===== src/rtl/gonso_pkg.sv =====
// Shared definitions for the gonso Wishbone register bank.
// Holds the register offsets inside the 4 KiB window, the channel FSM
// state encoding, the CTRL bit positions and the byte-lane merge helper.
package gonso_pkg;

  localparam logic [11:0] CTRL_OFF   = 12'h000;
  localparam logic [11:0] STATUS_OFF = 12'h004;
  localparam logic [11:0] START_OFF  = 12'h008;
  localparam logic [11:0] IN_BASE    = 12'h010;
  localparam logic [11:0] OUT_BASE   = 12'h014;
  localparam logic [11:0] CH_STRIDE  = 12'h008;

  localparam int CTRL_EN     = 0;
  localparam int CTRL_IRQ_EN = 1;

  typedef enum logic [1:0] {
    IDLE = 2'd0,
    REQ  = 2'd1,
    WAIT = 2'd2
  } ch_state_e;

  // Replace the bytes of old_val selected by sel with those of new_val.
  function automatic logic [31:0] sel_merge(input logic [31:0] old_val,
                                            input logic [31:0] new_val,
                                            input logic [3:0]  sel);
    logic [31:0] res;
    res = old_val;
    for (int b = 0; b < 4; b++) begin
      if (sel[b]) begin
        res[b*8 +: 8] = new_val[b*8 +: 8];
      end else begin
        res[b*8 +: 8] = old_val[b*8 +: 8];
      end
    end
    return res;
  endfunction

endpackage


===== src/rtl/gonso_ch_fsm.sv =====
// Per-channel start/busy/done sequencer.
// Ports:
//   clk, rst_n   clock and asynchronous active-low reset
//   start        START bit for this channel written this cycle
//   en           CTRL.en; a start is only taken when set
//   req_ready    core accepts the pending request
//   resp_valid   core result strobe (only honoured while waiting)
//   done_clr     write-1-to-clear of this channel's done bit
//   req_valid    request to the core, held until accepted
//   busy         channel is not idle
//   done         sticky completion flag
//   capture      result-load strobe for the OUT register
module gonso_ch_fsm
  import gonso_pkg::*;
(
  input  logic clk,
  input  logic rst_n,
  input  logic start,
  input  logic en,
  input  logic req_ready,
  input  logic resp_valid,
  input  logic done_clr,
  output logic req_valid,
  output logic busy,
  output logic done,
  output logic capture
);

  ch_state_e state_r;
  logic      req_valid_r;
  logic      done_r;

  assign capture   = (state_r == WAIT) & resp_valid;
  assign busy      = (state_r != IDLE);
  assign req_valid = req_valid_r;
  assign done      = done_r;

  // Channel state, request flag and sticky done; a completion beats a same-cycle clear.
  always_ff @(posedge clk or negedge rst_n) begin
    if (!rst_n) begin
      state_r     <= IDLE;
      req_valid_r <= 1'b0;
      done_r      <= 1'b0;
    end else begin
      case (state_r)
        IDLE: begin
          if (start && en) begin
            state_r     <= REQ;
            req_valid_r <= 1'b1;
          end
        end
        REQ: begin
          if (req_ready) begin
            state_r     <= WAIT;
            req_valid_r <= 1'b0;
          end
        end
        WAIT: begin
          if (resp_valid) begin
            state_r <= IDLE;
          end
        end
        default: begin
          state_r     <= IDLE;
          req_valid_r <= 1'b0;
        end
      endcase
      if (capture) begin
        done_r <= 1'b1;
      end else if (done_clr) begin
        done_r <= 1'b0;
      end
    end
  end

endmodule


===== src/rtl/gonso_wb_regbank.sv =====
// Wishbone slave register bank with NUM_CH operand/result channels.
// Ports:
//   clk, rst_n                  clock and asynchronous active-low reset
//   wbs_cyc_i/stb_i/we_i/sel_i  Wishbone control, byte enables
//   wbs_adr_i/dat_i             byte address and write data
//   wbs_dat_o/ack_o             registered read data and acknowledge
//   req_valid/req_ready         per-channel request handshake to the cores
//   req_data                    operands, channel c at [c*IN_W +: IN_W]
//   resp_valid/resp_data        result strobes and results, channel c at [c*OUT_W +: OUT_W]
//   irq                         CTRL.irq_en & |done, registered
module gonso_wb_regbank
  import gonso_pkg::*;
#(
  parameter logic [31:0] BASE_ADDR = 32'h3003_0000,
  parameter int          NUM_CH    = 4,
  parameter int          IN_W      = 20,
  parameter int          OUT_W     = 20
) (
  input  logic                    clk,
  input  logic                    rst_n,
  input  logic                    wbs_cyc_i,
  input  logic                    wbs_stb_i,
  input  logic                    wbs_we_i,
  input  logic [3:0]              wbs_sel_i,
  input  logic [31:0]             wbs_adr_i,
  input  logic [31:0]             wbs_dat_i,
  output logic [31:0]             wbs_dat_o,
  output logic                    wbs_ack_o,
  output logic [NUM_CH-1:0]       req_valid,
  input  logic [NUM_CH-1:0]       req_ready,
  output logic [NUM_CH*IN_W-1:0]  req_data,
  input  logic [NUM_CH-1:0]       resp_valid,
  input  logic [NUM_CH*OUT_W-1:0] resp_data,
  output logic                    irq
);

  logic              ack_r;
  logic [31:0]       dat_r;
  logic              irq_r;
  logic [1:0]        ctrl_r;
  logic [IN_W-1:0]   in_r      [NUM_CH];
  logic [OUT_W-1:0]  out_r     [NUM_CH];
  logic [IN_W-1:0]   in_next_s [NUM_CH];

  logic [NUM_CH-1:0] start_s, done_clr_s, busy_s, done_s, capture_s;
  logic [NUM_CH-1:0] in_hit_s, out_hit_s;
  logic              req_s, in_win_s, wr_s, rd_s;
  logic [11:0]       off_s;
  logic [31:0]       rdata_s;
  logic              unused_s;

  // The ack term keeps a request held across its ack from being serviced twice.
  assign req_s    = wbs_cyc_i & wbs_stb_i & ~ack_r;
  assign in_win_s = (wbs_adr_i[31:12] == BASE_ADDR[31:12]);
  assign off_s    = {wbs_adr_i[11:2], 2'b00};
  assign wr_s     = req_s & wbs_we_i & in_win_s;
  assign rd_s     = req_s & ~wbs_we_i & in_win_s;
  assign unused_s = ^wbs_adr_i[1:0];

  assign wbs_ack_o = ack_r;
  assign wbs_dat_o = dat_r;
  assign irq       = irq_r;

  // Channel address hits, START/W1C pulses and byte-merged operand values.
  always_comb begin
    start_s    = '0;
    done_clr_s = '0;
    for (int c = 0; c < NUM_CH; c++) begin
      in_hit_s[c]  = (off_s == IN_BASE  + CH_STRIDE * 12'(c));
      out_hit_s[c] = (off_s == OUT_BASE + CH_STRIDE * 12'(c));
      in_next_s[c] = IN_W'(sel_merge(32'(in_r[c]), wbs_dat_i, wbs_sel_i));
    end
    if (wr_s && wbs_sel_i[0] && (off_s == START_OFF)) begin
      start_s = wbs_dat_i[NUM_CH-1:0];
    end else begin
      start_s = '0;
    end
    if (wr_s && wbs_sel_i[0] && (off_s == STATUS_OFF)) begin
      done_clr_s = wbs_dat_i[NUM_CH-1:0];
    end else begin
      done_clr_s = '0;
    end
  end

  // Read mux over the current register values; unmapped offsets read zero.
  always_comb begin
    rdata_s = 32'h0;
    case (off_s)
      CTRL_OFF:   rdata_s = {30'h0, ctrl_r};
      STATUS_OFF: rdata_s = {16'h0, 8'(busy_s), 8'(done_s)};
      START_OFF:  rdata_s = 32'h0;
      default: begin
        for (int c = 0; c < NUM_CH; c++) begin
          rdata_s = rdata_s | ({32{in_hit_s[c]}}  & 32'(in_r[c]))
                            | ({32{out_hit_s[c]}} & 32'(out_r[c]));
        end
      end
    endcase
  end

  // Operand bus is a straight view of the IN registers.
  always_comb begin
    req_data = '0;
    for (int c = 0; c < NUM_CH; c++) begin
      req_data[c*IN_W +: IN_W] = in_r[c];
    end
  end

  // Bus response, CTRL register and interrupt.
  always_ff @(posedge clk or negedge rst_n) begin
    if (!rst_n) begin
      ack_r  <= 1'b0;
      dat_r  <= 32'h0;
      ctrl_r <= 2'b00;
      irq_r  <= 1'b0;
    end else begin
      ack_r <= req_s;
      if (rd_s) begin
        dat_r <= rdata_s;
      end else if (req_s) begin
        dat_r <= 32'h0;
      end
      if (wr_s && wbs_sel_i[0] && (off_s == CTRL_OFF)) begin
        ctrl_r <= wbs_dat_i[1:0];
      end
      irq_r <= ctrl_r[CTRL_IRQ_EN] & (|done_s);
    end
  end

  // IN registers freeze while their channel is busy; OUT loads on capture.
  always_ff @(posedge clk or negedge rst_n) begin
    if (!rst_n) begin
      for (int c = 0; c < NUM_CH; c++) begin
        in_r[c]  <= '0;
        out_r[c] <= '0;
      end
    end else begin
      for (int c = 0; c < NUM_CH; c++) begin
        if (wr_s && in_hit_s[c] && !busy_s[c]) begin
          in_r[c] <= in_next_s[c];
        end
        if (capture_s[c]) begin
          out_r[c] <= resp_data[c*OUT_W +: OUT_W];
        end
      end
    end
  end

  for (genvar c = 0; c < NUM_CH; c++) begin : g_ch
    gonso_ch_fsm u_fsm (
      .clk        (clk),
      .rst_n      (rst_n),
      .start      (start_s[c]),
      .en         (ctrl_r[CTRL_EN]),
      .req_ready  (req_ready[c]),
      .resp_valid (resp_valid[c]),
      .done_clr   (done_clr_s[c]),
      .req_valid  (req_valid[c]),
      .busy       (busy_s[c]),
      .done       (done_s[c]),
      .capture    (capture_s[c])
    );
  end

endmodule


===== config.mk =====
export PLATFORM = sky130hd
export DESIGN_NAME = gonso_wb_regbank
export DESIGN_NICKNAME = d
export VERILOG_FILES = /design/src/rtl/gonso_pkg.sv /design/src/rtl/gonso_ch_fsm.sv /design/src/rtl/gonso_wb_regbank.sv
export SDC_FILE = /design/constraint.sdc
export NUM_CORES = 1
export LEC_CHECK = 0
export ABC_AREA = 1
export CORE_MARGIN = 2
export CORE_UTILIZATION = 48
export DETAILED_ROUTE_END_ITERATION = 8
export PLACE_DENSITY = 0.81
export SLEW_MARGIN = 20
export SYNTH_ARGS = -nofsm -noshare
export SYNTH_HDL_FRONTEND = slang
export SYNTH_HIERARCHICAL = 1
export SYNTH_SLANG_ARGS = --single-unit

===== constraint.sdc =====
create_clock -name clk -period 2.1 [get_ports clk]
set_input_delay 0.315 -clock clk [delete_from_list [all_inputs] [get_ports clk]]
set_output_delay 0.315 -clock clk [all_outputs]
set_load 0.005 [all_outputs]

==> results.md, run 1 <==
* CP dominant cell by count: nand2_1
* Placed Area at between 10,000 and 15,000 µm²
* Final ANT Viol Nets at 0
* CTS buffer count at 17
* Final antenna diode count at 0
* Slew Viols, Final at 0
* Grt ovf at 0
* Min Hold Slack at 0.381 ns
* Wirelength per Cell at approximately 18 µm
* CP peak stage delay at 0.41 ns
* Setup TNS Final at 0 ns
* Leak pwr at between 6 and 7 nW
* Clk_lat worst skew at between 0.4 and 0.5 ns
* Placed Cells at ~1,700
* H-tree depth at 4
* CTS tree: done
* Synthesized instance count at 1,135
* Register area share after synthesis at 51.9%
* Vias in the first global route at between 8,000 and 9,000
* Total Wirelength at slightly above 30,000 µm
* Die height at 146 µm
* Root Buffer: clkbuf_16
* Top area cells in the synthesized netlist: dfrtp_1 52%, nand2_1 13%, mux2_2 6.0%
* Final-stage net count at about 1,600
* Vias/cell at 5.27
* Worst-case clock buffer depth at 2
* Worst slew margin at 55.0%
* Synthesized area at 9650 µm²
* Fraction of registers with async set/reset at 100%
* Worst-path clk slew at around 0.070 ns
* First-pass GRT wire length at between 40,000 and 50,000 µm
* Outcome: complete, no violations
* Initial Utilization at roughly half
* Num ports at ~280
* Final min period at approximately 1.9 ns
* Count leader, synth: nand2_1
* Hold Crit Class: primary input to asynchronous set/reset pin
* P per Cell Area at approximately 590 nW/µm²
* Die W at between 100 and 150 µm
* CP max stage cell: clkdlybuf4s50_1
* Synth top area share at just over 50%
* Layout cells sized above 1 at roughly 15%
* Crit path max fanout at 6
* Startpoint Class: primary input
* Hpwl dp at about 23,000 µm
* Synth unique cells at 29
* Unrepaired setup endpoints after global routing: no
* 1st-iter DRT viols at about 710
* Syn-to-layout area delta at 39.8%
* Post-synth EDFFs at 0
* CTS sink cnt at 200
* CP Capture Type: register
* WP data required at between 2 and 2.5 ns
* FP Rows at between 50 and 60
* Synth Register Bits at 200
* Max cap viols at 0
* Total Power at just under 8 mW
* I/O Buffers at approximately 250
* Post-synth top area cell: dfrtp_1
* Post-Route Skew at about 0.0073 ns
* FF-to-FF setup slack at approximately 0.24 ns
* Non-filler cells, final at between 1,500 and 2,000
* Initial antenna violation count at 1
* Pre-antenna DRT Iters at 5
* Least-Margin Pin Slew at between 0.6 and 0.7 ns
* Leading cell types by count after synthesis: 336 x nand2_1, 200 x dfrtp_1, 106 x nand3_1, 98 x inv_1, 90 x nor2_1
* Main flop type after synthesis: dfrtp_1
* Critical path data arrival time at 2.27 ns
* Vias after detailed routing at roughly 9,000
* Fin crit share at between 90% and 100%
* Die area at ~21,000 µm²
* GRT Total Usage at 29.4%
* # Post-CTS Setup Buffers at 0
* Final Hold Viols at 0
* DRC viols at 0
* CP cell instances: clkdlybuf4s50_1, nor2_2, nand3_1, nor2_1, buf_4, inv_1, buf_4, nand2_1, inv_1, nand3_1, nand2_1, nand2_1
* Avg Cell Area, Syn at approximately 8.5 µm²
* Peak supply drop at 0.000545 V
* Final instance area at 13,500 µm²
* Largest net degree at the start of global routing at 53
* Yosys warns at 6
* Core area at about 20,000 µm²
* Fmax at 527 MHz
* GPL Wtd Cong at around 0.92
* Setup Crit Path Kind: primary input to register
* # setup viols final at 0
[critical path, delay by kind of cell]
kind / cells / cell delay, ns
buffers and inverters: 5 / 0.85
and+or+nand+nor: 7 / 1.11
[metal layers]
| metal | vias to the layer above | wire, µm | track usage [%] |
|---|---|---|---|
| li1 | 4234 | - | - |
| met2 | 459 | 14700 | 47.5 |
| met5 | - | 17 | 0 |
| met3 | 73 | 2610 | 7.37 |
| met4 | 2 | 934 | 11.2 |
| met1 | 4259 | 12800 | 38.3 |
[registers in the layout (all words and copies together), names as in the netlist]
name	flops
req_data	80
out_r	80
irq	1
wbs_ack_o	1
g_ch.u_fsm/done	4
wbs_dat_o	20
g_ch.u_fsm/req_valid	4
ctrl_r	2
g_ch.u_fsm/state_r	8
[layout make-up]
class / count / area (µm²)
Fill cell: 1564 / 6100
Sequential cell: 200 / 5000
Multi-Input combinational cell: 792 / 4020
Timing Repair Buffer: 324 / 3190
Clock buffer: 18 / 439
Inverter: 99 / 372
Tap cell: 265 / 332
Clock inverter: 14 / 130
[worst paths after layout]
path	startpoint	to	cells past startpoint
max	wbs_adr_i[11]	wbs_dat_o[8]	12
min	rst_n	out_r[3]	2
max reg2reg	wbs_ack_o	req_data[0]	9
min reg2reg	g_ch[2].u_fsm/req_valid	g_ch[2].u_fsm/req_valid	2
max in group asynchronous	rst_n	req_data[39]	3
min in group clk	resp_data[76]	out_r[16]	3
[stage by stage]
stage	worst slack [ns]	util, %
finish	0.203	68.8
global route	0.0225	68.8
CTS	0.0957	68.8
detailed placement	-0.375	65.8
global placement	-0.301	65.8
floorplan	0.342	-
[cell families after synthesis]
logic type / count (synthesis) / share of synthesized area (%)
flops: 200 / 51.9
buf+inv: 154 / 7.12
mux: 51 / 5.95
simple gates: 575 / 26.2
other cells: 1 / 0.0389
compound gates: 154 / 8.76
[timing repair]
item / 4_1_cts / 5_1_grt
endpoints found under the hold margin: 39 / 0
setup endpoints to repair: 0 / 12
gates resized for setup: 0 / 1
hold buffers: 1 / 0
[where the power goes]
group          switching [mW]  internal, mW  total, mW  leakage [nW]
logic                   0.311         0.368      0.679          3.56
registers              0.0673          4.00       4.07          2.64
clock network            1.60          1.61       3.21         0.286
total                    1.98          5.98       7.95          6.49
[layout by cell type, fill, tap and decap left out, types with 2 or more instances in the layout]
cell / instances
nand2_1: 336
clkdlybuf4s50_1: 250
dfrtp_1: 200
nand3_1: 106
inv_1: 98
nor2_1: 88
o21ai_0: 71
buf_4: 62
o21ai_1: 56
mux2_2: 51
o21ai_2: 18
clkbuf_16: 17
conb_1: 12
nor2_2: 11
nand3_2: 10
buf_12: 10
nor2_4: 8
a21oi_1: 8
inv_8: 6
nand2_2: 5
clkinv_4: 4
nand3b_1: 4
nand3_4: 3
clkinv_2: 2
inv_6: 2
clkbuf_8: 2
Power figures use the tool's default switching activity.
==> inputs of run 2 (changes only) <==
--- a/config.mk
+++ b/config.mk
@@ -6,7 +6,7 @@
 export NUM_CORES = 1
 export LEC_CHECK = 0
 export ABC_AREA = 1
-export CORE_MARGIN = 2
+export CORE_MARGIN = 5
 export CORE_UTILIZATION = 48
 export DETAILED_ROUTE_END_ITERATION = 8
 export PLACE_DENSITY = 0.81
==> run 2 against run 1 <==
  * Cell count down 0.53%
  * Clock skew up 0.0017 ns
  * Die area up 8.4%
  * Total power down 0.82%
  * Clock power down 2%
  * Worst hold slack better by 0.049 ns
  * Register-to-register slack better by 0.05 ns
  * Critical path depth down 1
  * Wire length up 0.86%
==> results.md, run 2 (synthesis gave the netlist of run 1 again) <==
* Setup Crit Path Kind: primary input to register
* Most frequent cells in the layout: 336 x nand2_1, 250 x clkdlybuf4s50_1, 200 x dfrtp_1
* Critical path data arrival time at 2.23 ns (-0.04 ns)
* First-pass GRT wire length at 48,300 µm (about the same)
* Grt ovf at 0 (unchanged)
* Crit path max fanout at 13 (+7)
* Post-Route Skew at 0.00903 ns (+0.00174 ns)
* Clk_lat worst skew at 0.43 ns (about the same)
* Unrepaired setup endpoints after global routing: no
* R2R depth at 9 (unchanged)
* Final instance area at 13,400 µm² (-0.34%)
* # setup viols final at 0 (unchanged)
* Syn-to-layout area delta at 39.3%
* Outcome: complete, no violations
* Vias after detailed routing at 8,951 (-0.84%)
* Fin crit share at 88.4% (-1.9 points)
* Least-Margin Pin Slew at 0.564 ns (-0.108 ns)
* Wirelength per Cell at 18.4 µm (+1.4%)
* H-tree depth at 4 (unchanged)
* Hpwl dp at 23,800 µm (+2.3%)
* Vias/cell at 5.26 (-0.32%)
* FF-to-FF setup slack at 0.29 ns (+0.05 ns)
* Final-stage net count at 1,585 (-0.63%)
* Final min period at 1.86 ns (-0.0402 ns)
* Worst-path clk slew at 0.07 ns (about the same)
* Root Buffer: clkbuf_16
* CTS tree: done
* FP Rows at 51 (unchanged)
* Placed Area at 12,900 µm² (-0.29%)
* WP data required at 2.47 ns (about the same)
* Max cap viols at 0 (unchanged)
* Startpoint Class: primary input
* Commonest non-fill, non-tap cell in the layout: nand2_1
* Reg-to-Reg Start: wbs_ack_o
* Initial antenna violation count at 2 (+1)
* Initial Utilization at 49.1% (-0.16 points)
* Hold Crit Class: primary input to asynchronous set/reset pin
* # Post-CTS Setup Buffers at 0 (unchanged)
* Pre-antenna DRT Iters at 5 (unchanged)
* Vias in the first global route at 9,175 (+2.5%)
* Leak pwr at 6.44 nW (-0.82%)
* Total Wirelength at 31,300 µm (+0.86%)
* Peak supply drop at 0.000539 V (-1.0%)
* Total Power at 7.89 mW (-0.82%)
* Die area at 23,000 µm² (+8.4%)
* FF-to-FF End: req_data[2]
* Fmax at 539 MHz (+2.2%)
* Worst-case clock buffer depth at 2 (unchanged)
* Fill cells at 1,580 (+1.0%)
* GPL Wtd Cong at 0.924 (+0.91%)
* 1st-iter DRT viols at 708 (-0.14%)
* GRT Total Usage at 27.4% (-1.9 points)
* Final ANT Viol Nets at 0 (unchanged)
* DRC viols at 0 (unchanged)
* Die W at 152 µm (+4.1%)
* Slew Viols, Final at 0 (unchanged)
* CTS buffer count at 17 (unchanged)
* Layout cells sized above 1 at 14.3% (-0.65 points)
* Largest net degree at the start of global routing at 59 (+11%)
* Num ports at 279 (unchanged)
* Final Hold Viols at 0 (unchanged)
* CP Capture Type: register
* I/O Buffers at 251 (unchanged)
* Die height at 152 µm (+4.1%)
* Worst slew margin at 62.4% (+7.3 points)
* P per Cell Area at 587 nW/µm² (-0.47%)
* CTS sink cnt at 200 (unchanged)
* Core area at 19,700 µm² (+0.33%)
-- run 2: worst max path at each step --
stage | start | endpoint | slack [ns] | depth (start not counted)
final | wbs_adr_i[11] | wbs_dat_o[0] | 0.24 | 11
after global routing | wbs_adr_i[13] | g_ch[3].u_fsm/req_valid | 0.09 | 13
after CTS | wbs_adr_i[6] | wbs_dat_o[4] | 0.1 | 11
after detailed placement | wbs_adr_i[6] | wbs_dat_o[4] | -0.35 | 11
after global placement | wbs_adr_i[7] | wbs_dat_o[4] | -0.29 | 11
after floorplan | wbs_ack_o | g_ch[0].u_fsm/req_valid | 0.34 | 13
-- run 2: layout make-up --
type | count | area (µm²) | share of cell area (%)
clock buffer | 17 | 425 | 3.17
multi-input combinational | 792 | 4020 | 29.9
tap | 265 | 332 | 2.47
clock inverter | 14 | 131 | 0.978
inverter | 99 | 372 | 2.77
timing repair buffer | 314 | 3150 | 23.5
sequential | 200 | 5000 | 37.2
antenna | 2 | 5.00 | 0.0372
-- run 2: timing repair --
| action | CTS | global route |
|---|---|---|
| gates resized for setup | 0 | 1 |
| setup endpoints to repair | 0 | 1 |
| hold endpoints to repair | 53 | 0 |
| hold buffers | 1 | 0 |
-- run 2: report_power, final --
group | internal [mW] | switching [mW] | leakage, nW
Combinational | 0.366 | 0.308 | 3.53
Clock | 1.57 | 1.58 | 0.266
Sequential | 4.00 | 0.0635 | 2.64
Total | 5.93 | 1.96 | 6.44
-- run 2: metal layers --
| layer | vias up | global-route usage (%) | wire (µm) |
|---|---|---|---|
| met5 | - | 0 | 7 |
| met4 | 2 | 10.9 | 994 |
| met3 | 76 | 5.95 | 2550 |
| met2 | 391 | 44.7 | 14800 |
| met1 | 4267 | 35.9 | 12900 |
| li1 | 4215 | - | - |
-- run 2: critical path, stage by stage --
cell and delay, ns:
clkdlybuf4s50_1 0.41, nor2_2 0.26, inv_2 0.11, nor2_4 0.19
buf_4 0.28, nand2_1 0.20, nor2_1 0.15, nor2_1 0.08
nand3_1 0.08, nand2_1 0.07, nand2_1 0.07
-- run 2: metrics by stage --
stage                     TNS, ns  worst slack [ns]  std cells  util [%]  hold WS [ns]
after CTS                       0            0.0986       1701      68.3         0.428
after floorplan                 0             0.342       1146         -        0.0194
after global placement     -11.17            -0.295       1669      65.4         0.326
final                           0             0.243       1703      68.4         0.430
after detailed placement   -15.08            -0.349       1669      65.4         0.329
after global routing            0            0.0907       1702      68.4         0.452
